## src/rtl/adc_fifo_writer.sv

```systemverilog
// ADC acquisition front end: skips a blanking window after start, decimates the
// valid sample stream and writes a fixed number of sample slots into the sample FIFO.
module adc_fifo_writer #(
  parameter int DATA_W = 12,
  parameter int LEN_W  = 20
) (
  input  logic              clk_50M,
  input  logic              rst_n,
  input  logic              sys_start_pulse,
  input  logic [DATA_W-1:0] adc_data,
  input  logic              adc_valid,
  input  logic [15:0]       blank_len,
  input  logic [LEN_W-1:0]  capture_len,
  input  logic [2:0]        decim,
  input  logic              fifo_wrfull,
  output logic [DATA_W-1:0] fifo_data,
  output logic              fifo_wrreq,
  output logic              busy,
  output logic              capture_done,
  output logic [LEN_W-1:0]  sample_cnt,
  output logic [15:0]       overflow_cnt
);

  typedef enum logic [1:0] {S_IDLE, S_BLANK, S_CAPTURE, S_DONE} state_t;

  state_t            state_q, state_d;
  logic [15:0]       blank_len_q, blank_len_d;
  logic [15:0]       blank_cnt_q, blank_cnt_d;
  logic [LEN_W-1:0]  capture_len_q, capture_len_d;
  logic [LEN_W-1:0]  sample_cnt_q, sample_cnt_d;
  logic [2:0]        decim_q, decim_d;
  logic [2:0]        phase_q, phase_d;
  logic [15:0]       overflow_cnt_q, overflow_cnt_d;
  logic [DATA_W-1:0] fifo_data_q, fifo_data_d;
  logic              fifo_wrreq_q, fifo_wrreq_d;
  logic              keep;

  function automatic logic [15:0] sat_inc16(input logic [15:0] v);
    return (v == 16'hFFFF) ? v : v + 16'd1;
  endfunction

  always_comb begin
    state_d        = state_q;
    blank_len_d    = blank_len_q;
    blank_cnt_d    = blank_cnt_q;
    capture_len_d  = capture_len_q;
    sample_cnt_d   = sample_cnt_q;
    decim_d        = decim_q;
    phase_d        = phase_q;
    overflow_cnt_d = overflow_cnt_q;
    fifo_data_d    = fifo_data_q;
    fifo_wrreq_d   = 1'b0;
    keep           = 1'b0;

    // A start in any state aborts the run in progress; its own sample is ignored.
    if (sys_start_pulse) begin
      blank_len_d    = blank_len;
      capture_len_d  = capture_len;
      decim_d        = decim;
      blank_cnt_d    = 16'd0;
      sample_cnt_d   = '0;
      overflow_cnt_d = 16'd0;
      phase_d        = 3'd0;
      state_d        = (blank_len != 16'd0) ? S_BLANK : S_CAPTURE;
    end else begin
      case (state_q)
        S_BLANK: begin
          if (adc_valid) begin
            blank_cnt_d = blank_cnt_q + 16'd1;
            if (blank_cnt_d == blank_len_q) state_d = S_CAPTURE;
          end
        end
        S_CAPTURE: begin
          // Completion is judged on the registered count so DONE trails the last write.
          if (sample_cnt_q == capture_len_q) begin
            state_d = S_DONE;
          end else if (adc_valid) begin
            keep    = (phase_q == 3'd0);
            phase_d = (phase_q == decim_q) ? 3'd0 : phase_q + 3'd1;
            if (keep) begin
              sample_cnt_d = sample_cnt_q + LEN_W'(1);
              if (fifo_wrfull) begin
                overflow_cnt_d = sat_inc16(overflow_cnt_q);
              end else begin
                fifo_wrreq_d = 1'b1;
                fifo_data_d  = adc_data;
              end
            end
          end
        end
        S_DONE:  state_d = S_IDLE;
        default: state_d = S_IDLE;
      endcase
    end
  end

  always_ff @(posedge clk_50M or negedge rst_n) begin
    if (!rst_n) begin
      state_q        <= S_IDLE;
      blank_len_q    <= 16'd0;
      blank_cnt_q    <= 16'd0;
      capture_len_q  <= '0;
      sample_cnt_q   <= '0;
      decim_q        <= 3'd0;
      phase_q        <= 3'd0;
      overflow_cnt_q <= 16'd0;
      fifo_data_q    <= '0;
      fifo_wrreq_q   <= 1'b0;
    end else begin
      state_q        <= state_d;
      blank_len_q    <= blank_len_d;
      blank_cnt_q    <= blank_cnt_d;
      capture_len_q  <= capture_len_d;
      sample_cnt_q   <= sample_cnt_d;
      decim_q        <= decim_d;
      phase_q        <= phase_d;
      overflow_cnt_q <= overflow_cnt_d;
      fifo_data_q    <= fifo_data_d;
      fifo_wrreq_q   <= fifo_wrreq_d;
    end
  end

  assign fifo_data    = fifo_data_q;
  assign fifo_wrreq   = fifo_wrreq_q;
  assign busy         = (state_q != S_IDLE);
  assign capture_done = (state_q == S_DONE);
  assign sample_cnt   = sample_cnt_q;
  assign overflow_cnt = overflow_cnt_q;

endmodule

```

## config.mk

```make
export PLATFORM = sky130hd
export DESIGN_NAME = adc_fifo_writer
export DESIGN_NICKNAME = d
export VERILOG_FILES = /design/src/rtl/adc_fifo_writer.sv
export SDC_FILE = /design/constraint.sdc
export NUM_CORES = 1
export LEC_CHECK = 0
export ABC_AREA = 1
export CORE_UTILIZATION = 56
export CTS_BUF_LIST = sky130_fd_sc_hd__clkbuf_2
export CTS_CLUSTER_DIAMETER = 40
export DETAILED_ROUTE_END_ITERATION = 6
export PLACE_DENSITY = 0.84
export REMOVE_ABC_BUFFERS = 1
export SLEW_MARGIN = 10
export SYNTH_ARGS = -nofsm -noshare
export SYNTH_HDL_FRONTEND = slang
export SYNTH_SLANG_ARGS = --single-unit
```

## constraint.sdc

```tcl
create_clock -name clk_50M -period 3.2 [get_ports clk_50M]
set_clock_uncertainty 0.15 [all_clocks]
set_input_delay 0.32 -clock clk_50M [delete_from_list [all_inputs] [get_ports clk_50M]]
set_output_delay 0.32 -clock clk_50M [all_outputs]
set_load 0.005 [all_outputs]
```

* Word level (Yosys, flattened, before mapping) *
Cells that the tools add are included.

operators by class
  add/subtract/negate cells = 4
  eq/ne operators = 12
  multiplexer cells = 32
  bitwise logic cells = 3
  reductions and logical operators = 14

operators with widths
  kind                                                                   count
  16-bit 2-to-1 mux                                                      10
  20-bit 2-to-1 mux                                                      5
  16-bit by 1-bit adder with 16-bit output, second input constant        2
  20-bit by 1-bit adder with 20-bit output, second input constant        1
  20-bit equality test                                                   1
  16-bit equality test                                                   1
  16-bit equality test, second input constant                            1
  16-bit nonzero test                                                    1
  3-bit 2-to-1 mux                                                       5
  6-bit AND reduction                                                    2
  2-bit nonzero test                                                     6
  2-bit 2-to-1 mux                                                       5
  3-bit != test, second input constant                                   3
  1-bit 2-to-1 mux                                                       6
  3-bit AND reduction                                                    2
  2-bit equality test, second input constant                             2
  2-bit != test, second input constant                                   2
  2-bit case mux with 2 select lines                                     1
  4-bit AND reduction                                                    1
  3-bit by 1-bit adder with 3-bit output, second input constant          1
  3-bit equality test                                                    1
  3-bit zero test                                                        1
  1-bit inverter                                                         3
  2-bit by 1-bit equality test with 1-bit output, second input constant  1
  2-bit AND reduction                                                    1

word-level totals
  flip-flop bits (word level) = 109
  input port bits = 56

* Depth between registers and ports, before layout *
Gate-level depths: netlist (run 1).

  depth in word-level cells = 8
  mapped depth = 15
  gate-level depth less buffers = 15

* Least setup slack after synthesis (run 1) *
Ideal clock, no wire load.

  path kind = register to register
  start point = reg state_q[0]
  end point = reg fifo_data_q[10] (netlist: fifo_data[10])
  arrival = 1.620 ns
  data required time = 2.934 ns
  slack = 1.313 ns
  cell stages (with the launch flop) = 10
  path buffers = 1
  path through = dfrtp_1 > inv_1 > ha_1 > nand2_1 > nor2_1 > inv_1 > or3_4 > buf_2 > nand2_1 > nand2_1

on the way
  word-level cells in the longest chain between the ends = 2

ends and longest elaborated chain
  what                           RTL line  RTL
  from (decl)                    26        state_t state_q, state_d;
  from (signal assigned)         110       state_q <= state_d;
  2-bit equality test            66        case (state_q)
  6-bit AND reduction (no line)  --
  to (signal assigned)           118       fifo_data_q <= fifo_data_d;
  to (decl)                      34        logic [DATA_W-1:0] fifo_data_q, fifo_data_d;

Every way passes these cells.
A chain may end at the register's enable or synchronous reset.

* Final worst setup path (run 1) *
  start point = reg overflow_cnt_q[0] (netlist: overflow_cnt[0])
  end point = reg overflow_cnt_q[14] (netlist: overflow_cnt[14])

on the way
  word-level cells in the longest chain between the ends = 8
  elaborated cells between the ends (all ways) = 11

ends and longest elaborated chain
  what                                      RTL line  RTL
  from (decl)                               33        logic [15:0] overflow_cnt_q, overflow_cnt_d;
  from (signal assigned)                    117       overflow_cnt_q <= overflow_cnt_d;
  16-bit by 1-bit adder with 16-bit output  39        return (v == 16'hFFFF) ? v : v + 16'd1;
  16-bit 2-to-1 mux                         39
  16-bit 2-to-1 mux                         82        if (fifo_wrfull) begin
  16-bit 2-to-1 mux                         80        if (keep) begin
  16-bit 2-to-1 mux                         77        end else if (adc_valid) begin
  16-bit 2-to-1 mux                         75        if (sample_cnt_q == capture_len_q) begin
  16-bit 2-to-1 mux                         66
  16-bit 2-to-1 mux                         56        if (sys_start_pulse) begin

Parallel ways exist; a longest one is shown, timed or not. The select of a mux whose other input is x is not followed.

==> results of run 1 <==
## cell families after synthesis
| family | count (synthesis) | share of synthesized area |
|---|---|---|
| XOR/XNOR | 21 | 0.0323 |
| adder cells (fa/ha/maj) | 9 | 0.0184 |
| flip-flops | 109 | 0.446 |
| buffers and inverters | 120 | 0.0776 |
| AO/OA/AOI/OAI | 98 | 0.0911 |
| AND/OR/NAND/NOR | 471 | 0.334 |
## flip-flops by register name, indices dropped and copies added (netlist names)
| register | cells |
|---|---|
| blank_cnt_q | 16 |
| blank_len_q | 16 |
| capture_len_q | 20 |
| decim_q | 3 |
| fifo_data | 12 |
| fifo_wrreq | 1 |
| overflow_cnt | 16 |
| phase_q | 3 |
| sample_cnt | 20 |
| state_q | 2 |
## timing repair
action                                 4_1_cts  5_1_grt
hold buffers                                 1        0
gates resized for setup                      0        0
endpoints found under the hold margin       73        0
## placed cells by master (no fill, tap or decap), types with 5 or more instances in the layout
| cell | synthesis | final |
|---|---|---|
| o31ai_1 | 9 | 9 |
| ha_1 | 9 | 9 |
| xor2_1 | 16 | 16 |
| nand4_1 | 23 | 23 |
| nand2_1 | 277 | 277 |
| o22ai_1 | 12 | 12 |
| inv_2 | 7 | 7 |
| nand3_1 | 72 | 72 |
| nor3_1 | 14 | 14 |
| a21oi_1 | 8 | 8 |
| nor4_1 | 5 | 5 |
| nor2_1 | 62 | 62 |
| o21ai_0 | 63 | 63 |
| inv_1 | 91 | 91 |
| clkdlybuf4s50_1 | 0 | 104 |
| dfrtp_1 | 109 | 109 |
| clkbuf_2 | 0 | 9 |
## per-layer routing
metal	track usage	vias to the layer above	wire length, um
li1	-	2890	-
met2	0.472	184	7170
met4	0.109	0	357
met1	0.354	2659	6410
met5	0	-	0
met3	0.0607	32	893
## cell type report
| cell class | count | area share |
|---|---|---|
| Antenna cell | 1 | 0.000338 |
| Clock buffer | 9 | 0.00608 |
| Clock inverter | 7 | 0.00997 |
| Inverter | 99 | 0.0502 |
| Multi-Input combinational cell | 599 | 0.393 |
| Sequential cell | 109 | 0.368 |
| Tap cell | 136 | 0.0230 |
| Timing Repair Buffer | 111 | 0.149 |
## power by group
part	leakage [nW]	switching, mW	internal (mW)
logic	1.89	0.375	0.350
registers	1.43	0.0985	1.52
clock network	0.0675	0.485	0.183
total	3.39	0.958	2.05
## worst max-delay path by stage
stage | start | to | cells after the start
floorplan | overflow_cnt[0]$_DFFE_PN0P_ | overflow_cnt[14]$_DFFE_PN0P_ | 8
detailed placement | overflow_cnt[0]$_DFFE_PN0P_ | overflow_cnt[14]$_DFFE_PN0P_ | 8
global placement | overflow_cnt[0]$_DFFE_PN0P_ | overflow_cnt[14]$_DFFE_PN0P_ | 8
finish | overflow_cnt[0]$_DFFE_PN0P_ | overflow_cnt[14]$_DFFE_PN0P_ | 8
CTS | overflow_cnt[0]$_DFFE_PN0P_ | overflow_cnt[14]$_DFFE_PN0P_ | 8
global route | overflow_cnt[0]$_DFFE_PN0P_ | overflow_cnt[15]$_DFFE_PN0P_ | 7
## critical path: cells and delay by family, from the launching register on
family	cells	cell delay (ns)
AO/OA/AOI/OAI	2	0.87
buffers and inverters	1	0.09
adder cells (fa/ha/maj)	1	0.27
AND/OR/NAND/NOR	4	0.79
flip-flops	1	0.50
==> impl_metrics.tcl, run 1 <==
set metrics [dict create \
    status "finished clean" \
    die_area_mm2 0.0113 \
    rr_startpoint "overflow_cnt[0]$_DFFE_PN0P_" \
    synthCells 828 \
    clock_latency_ns 0.64 \
    drt-initial-drc-count 371 \
    holdPathEnd "fifo_data[7]$_DFFE_PN0P_" \
    ff_latch_area_mm2 0.00273 \
    min_period_ns 2.72 \
    htreeDepth 3 \
    maxSlewViolCount 0 \
    rsz0062_at_grt "no" \
    final_core_util 0.708 \
    leakage_nw 3.39 \
    power_density_mw_per_mm2 406 \
    maxSlewHeadroom 0.351 \
    cp_max_fo 21 \
    final_cells 1071 \
    place_ws_ns 0.571 \
    ys.flop_type "dfrtp_1" \
    synth_common_cells "nand2_1, dfrtp_1, inv_1" \
    grt_max_degree 92 \
    critPathCaptureType "flop" \
    viasPerCell 5.38 \
    finalHoldViolCount 0 \
    tightest_slew_ns 0.973 \
    dr.pass1.iters 6 \
    finalCritPeriodShare 0.849 \
    dp_hpwl_mm 10.8 \
    filler_cell_count 889 \
    coreArea_mm2 0.0105 \
    cp_cell_sequence "ha_1 > nand2_1 > inv_1 > nand4_1 > o2111ai_2 > nand2_1 > nand3_1 > o21ai_0" \
    whs_path_depth 3 \
    antenna_found_initial 0 \
    yosys_warnings 0 \
    synth_area_mm2 0.00611 \
    gp_congestion 0.947 \
    max_freq_mhz 368 \
    reg2reg_slack_ns 0.48 \
    drive_gt1_frac 0.0482 \
    cts_tree "yes" \
    grt_usage 0.281 \
    start_kind "flop" \
    ys_seq_elements 109 \
    fp-row-count 37 \
    reg2reg_to "overflow_cnt[14]$_DFFE_PN0P_" \
    ff2ff_path_depth 8 \
    hp-start "adc_data[7]" \
    cts_root_buffer "clkbuf_2" \
    avgSynthCellArea_um2 7.38 \
    fp.dieH_um 106 \
    dr_total_vias 5765 \
    grt_pass1_vias 5548 \
    dpl.cell_count 1053 \
    synthTopCellsByArea "dfrtp_1, nand2_1, nand3_1" \
    setup_violations 0 \
    slowest_stage "o2111ai_2" \
    grt.overflow.total 0 \
    synthDistinctLibCells 36 \
    synth_area_leader_cell "dfrtp_1" \
    holdCritPathClass "in -> reg" \
    crit_type "reg -> reg" \
    postCtsSetupBuffers 0 \
    hold_ws_ns 0.0301 \
    fin_setup_tns_ns 0 \
    crit_path_frequent_cell "nand2_1" \
    drt.antenna.violating_nets 0 \
    synth_edf_count 0 \
    wl_per_cell_um 13.9 \
    final_nets 994 \
    clk_pin_slew_ns 0.32 \
    multi_input_area_mm2 0.00291 \
    drv_cap 0 \
    yosysMostFrequentCell "nand2_1" \
    clkSinkCount 109 \
    die_width_um 106 \
    start_util 0.584 \
    final_area_mm2 0.00741 \
    peakVddDrop_uv 213 \
    drc 0 \
    syn_to_final_growth_pct 21.2 \
    yosysTopAreaCellShare 0.446 \
    power_mw 3.01 \
    clockBufferDepth 2 \
    cp_data_arrival_time_ns 3.14 \
    async_flop_share 1.00 \
    yosysSeqAreaShare 0.446 \
    critical-path-max-stage-delay_ns 0.75 \
    numPortBuffers 106 \
    cts_buffers 9 \
    timing.final.ws_setup_ns 0.484 \
    wl_mm 14.8 \
    cp.required_ns 3.62 \
    ios 107 \
    grt_pass1_wl_mm 25.2 \
    placed_area_mm2 0.00727 \
]
Note: power is estimated with default switching activity, not from simulation.
==> run 2, diff against run 1 <==
--- a/config.mk
+++ b/config.mk
@@ -6,11 +6,11 @@
 export NUM_CORES = 1
 export LEC_CHECK = 0
 export ABC_AREA = 1
-export CORE_UTILIZATION = 56
+export CORE_UTILIZATION = 50
 export CTS_BUF_LIST = sky130_fd_sc_hd__clkbuf_2
 export CTS_CLUSTER_DIAMETER = 40
 export DETAILED_ROUTE_END_ITERATION = 6
-export PLACE_DENSITY = 0.84
+export PLACE_DENSITY = 0.79
 export REMOVE_ABC_BUFFERS = 1
 export SLEW_MARGIN = 10
 export SYNTH_ARGS = -nofsm -noshare
==> constraint.sdc (replaced) <==
create_clock -name clk_50M -period 2.38 [get_ports clk_50M]
set_clock_uncertainty 0.15 [all_clocks]
set_input_delay 0.238 -clock clk_50M [delete_from_list [all_inputs] [get_ports clk_50M]]
set_output_delay 0.238 -clock clk_50M [all_outputs]
set_load 0.005 [all_outputs]
==> run 2 against run 1 <==
Critical path type unchanged. Via count up 3.8%. Non-clock buffer count up 64. First-iteration DRC count down 1.9%. Combinational power up 53%. Total power up 39%. Largest cell class unchanged.
==> impl_metrics.tcl, run 2 (same netlist as run 1, synthesis figures left out) <==
set metrics [dict create \
    cts_buffers 9 \
    grt_pass1_wl_mm 27.2 \
    start_util 0.511 \
    dr.pass1.iters 6 \
    crit_type "reg -> reg" \
    peakVddDrop_uv 383 \
    hp-start "blank_len[1]" \
    final_core_util 0.675 \
    holdCritPathClass "in -> reg" \
    numPortBuffers 106 \
    wl_mm 15.9 \
    hold_ws_ns 0.0443 \
    min_period_ns 2.21 \
    final_cells 1145 \
    grt_max_degree 92 \
    final_area_mm2 0.00807 \
    reg2reg_to "fifo_data[6]$_DFFE_PN0P_" \
    dp_hpwl_mm 10.9 \
    final_nets 1058 \
    power_density_mw_per_mm2 517 \
    dpl.cell_count 1072 \
    clock_latency_ns 0.63 \
    gp_congestion 0.949 \
    start_kind "flop" \
    drv_cap 0 \
    placed_area_mm2 0.00737 \
    tightest_slew_ns 0.825 \
    reg2reg_slack_ns 0.17 \
    clk_pin_slew_ns 0.30 \
    maxSlewHeadroom 0.450 \
    n_antenna_cell 0 \
    slowest_stage "or3_4" \
    wl_met1_mm 7.12 \
    path_buf_inv 3 \
    clkSinkCount 109 \
    fp-row-count 40 \
    layout_commonest_cell "nand2_1" \
    top_layer_used "met4" \
    critical_path.top_delay_family "simple AND/OR/NAND/NOR gates" \
    die_area_mm2 0.0127 \
    rsz0062_at_grt "no" \
    fin_setup_tns_ns 0 \
    critical-path-max-stage-delay_ns 0.46 \
    crit_cells 9 \
    holdPathEnd "blank_len_q[1]$_DFFE_PN0P_" \
    ios 107 \
    met2_length_mm 7.63 \
    syn_to_final_growth_pct 32.1 \
    maxSlewViolCount 0 \
    cts_tree "yes" \
    drc 0 \
    grt_pass1_vias 5789 \
    setup_violations 0 \
    cp_data_arrival_time_ns 2.65 \
    dr_total_vias 5984 \
    cp_max_fo 13 \
    drt-initial-drc-count 364 \
    layout_common_cells "nand2_1, dfrtp_1, clkdlybuf4s50_1, inv_1, nand3_1" \
    viasPerCell 5.23 \
    cp_cell_sequence "inv_1 > ha_1 > nand2_1 > nor2_1 > inv_1 > or3_4 > inv_2 > nand2_1 > nand2_1" \
    fp.dieH_um 113 \
    leakage_nw 3.70 \
    wl_per_cell_um 13.9 \
    drive_gt1_frac 0.0651 \
    finalHoldViolCount 0 \
    crit_path_frequent_cell "nand2_1" \
    max_freq_mhz 452 \
    finalCritPeriodShare 0.929 \
    grt_usage 0.271 \
    coreArea_mm2 0.0120 \
    status "finished clean" \
    htreeDepth 3 \
    wl_met3_um 854 \
    cp.required_ns 2.82 \
    rr_startpoint "state_q[0]$_DFFE_PN0P_" \
    ff2ff_path_depth 9 \
    drt.antenna.violating_nets 0 \
    whs_path_depth 3 \
    antenna_found_initial 0 \
    grt.overflow.total 0 \
    die_width_um 113 \
    critPathCaptureType "flop" \
    clockBufferDepth 2 \
    cts_root_buffer "clkbuf_2" \
]
run 2: cell types whose count changed in the layout (fill, tap and decap cells not counted), moves of 2 or more:
cell	change
dlygate4sd3_1	+51
buf_4	+11
buf_12	+2
clkdlybuf4s50_1	-2
dfrtp_1	-2
dfrtp_2	+2
dlymetal6s2s_1	+2
run 2: tightest hold or removal path, cell delays in order:
cell             delay (ns)
clkdlybuf4s50_1        0.41
nor2_1                 0.14
nor2_1                 0.06
run 2: layout make-up:
cell class	count	area, um^2
clock buffers	9	45.0
well taps	147	184
multi-input cells	599	2920
repair buffers	175	1740
clock inverters	7	73.8
fillers	995	3890
flip-flops and latches	109	2730
inverters	99	372
run 2: worst max-delay path by stage:
stage,from,endpoint
2_1_floorplan,overflow_cnt[0]$_DFFE_PN0P_,overflow_cnt[14]$_DFFE_PN0P_
4_1_cts,state_q[1]$_DFFE_PN0P_,busy
6_report,state_q[0]$_DFFE_PN0P_,fifo_data[6]$_DFFE_PN0P_
3_5_place_dp,adc_valid,fifo_data[9]$_DFFE_PN0P_
5_1_grt,state_q[1]$_DFFE_PN0P_,fifo_data[6]$_DFFE_PN0P_
3_3_place_gp,adc_valid,fifo_data[0]$_DFFE_PN0P_
run 2: repair_timing:
item,4_1_cts,5_1_grt
resized for setup,0,8
setup buffers,2,3
pin swaps,0,1
gates cloned,0,0
hold buffers,52,0
endpoints found under the setup margin,1,6
hold endpoints to repair,162,0
run 2: through the flow:
step	setup WS [ns]	total power, mW
3_5_place_dp	0.190	3.18
4_1_cts	0.0377	4.16
6_report	0.169	4.17
5_1_grt	0.00544	4.44
2_1_floorplan	0.184	2.64
3_3_place_gp	0.214	3.15
run 2: report_power, final:
| group | switching [mW] | total (mW) | internal (mW) | leakage (nW) |
|---|---|---|---|---|
| sequential | 0.124 | 2.16 | 2.04 | 1.43 |
| combinational | 0.545 | 1.11 | 0.566 | 2.20 |
| clock | 0.647 | 0.894 | 0.247 | 0.0723 |
run 2: routing by layer:
layer,track usage,vias up
met3,0.0729,22
met1,0.345,2777
met2,0.453,168
met4,0.0773,0
met5,0,-
li1,-,3017
==> run 3, diff against run 2 <==
--- a/config.mk
+++ b/config.mk
@@ -6,6 +6,7 @@
 export NUM_CORES = 1
 export LEC_CHECK = 0
 export ABC_AREA = 1
+export ABC_CLOCK_PERIOD_IN_PS = 2380
 export CORE_UTILIZATION = 50
 export CTS_BUF_LIST = sky130_fd_sc_hd__clkbuf_2
 export CTS_CLUSTER_DIAMETER = 40
==> results of run 3 <==
Same layout as run 2: the final DEF is identical, and so are final timing and power.
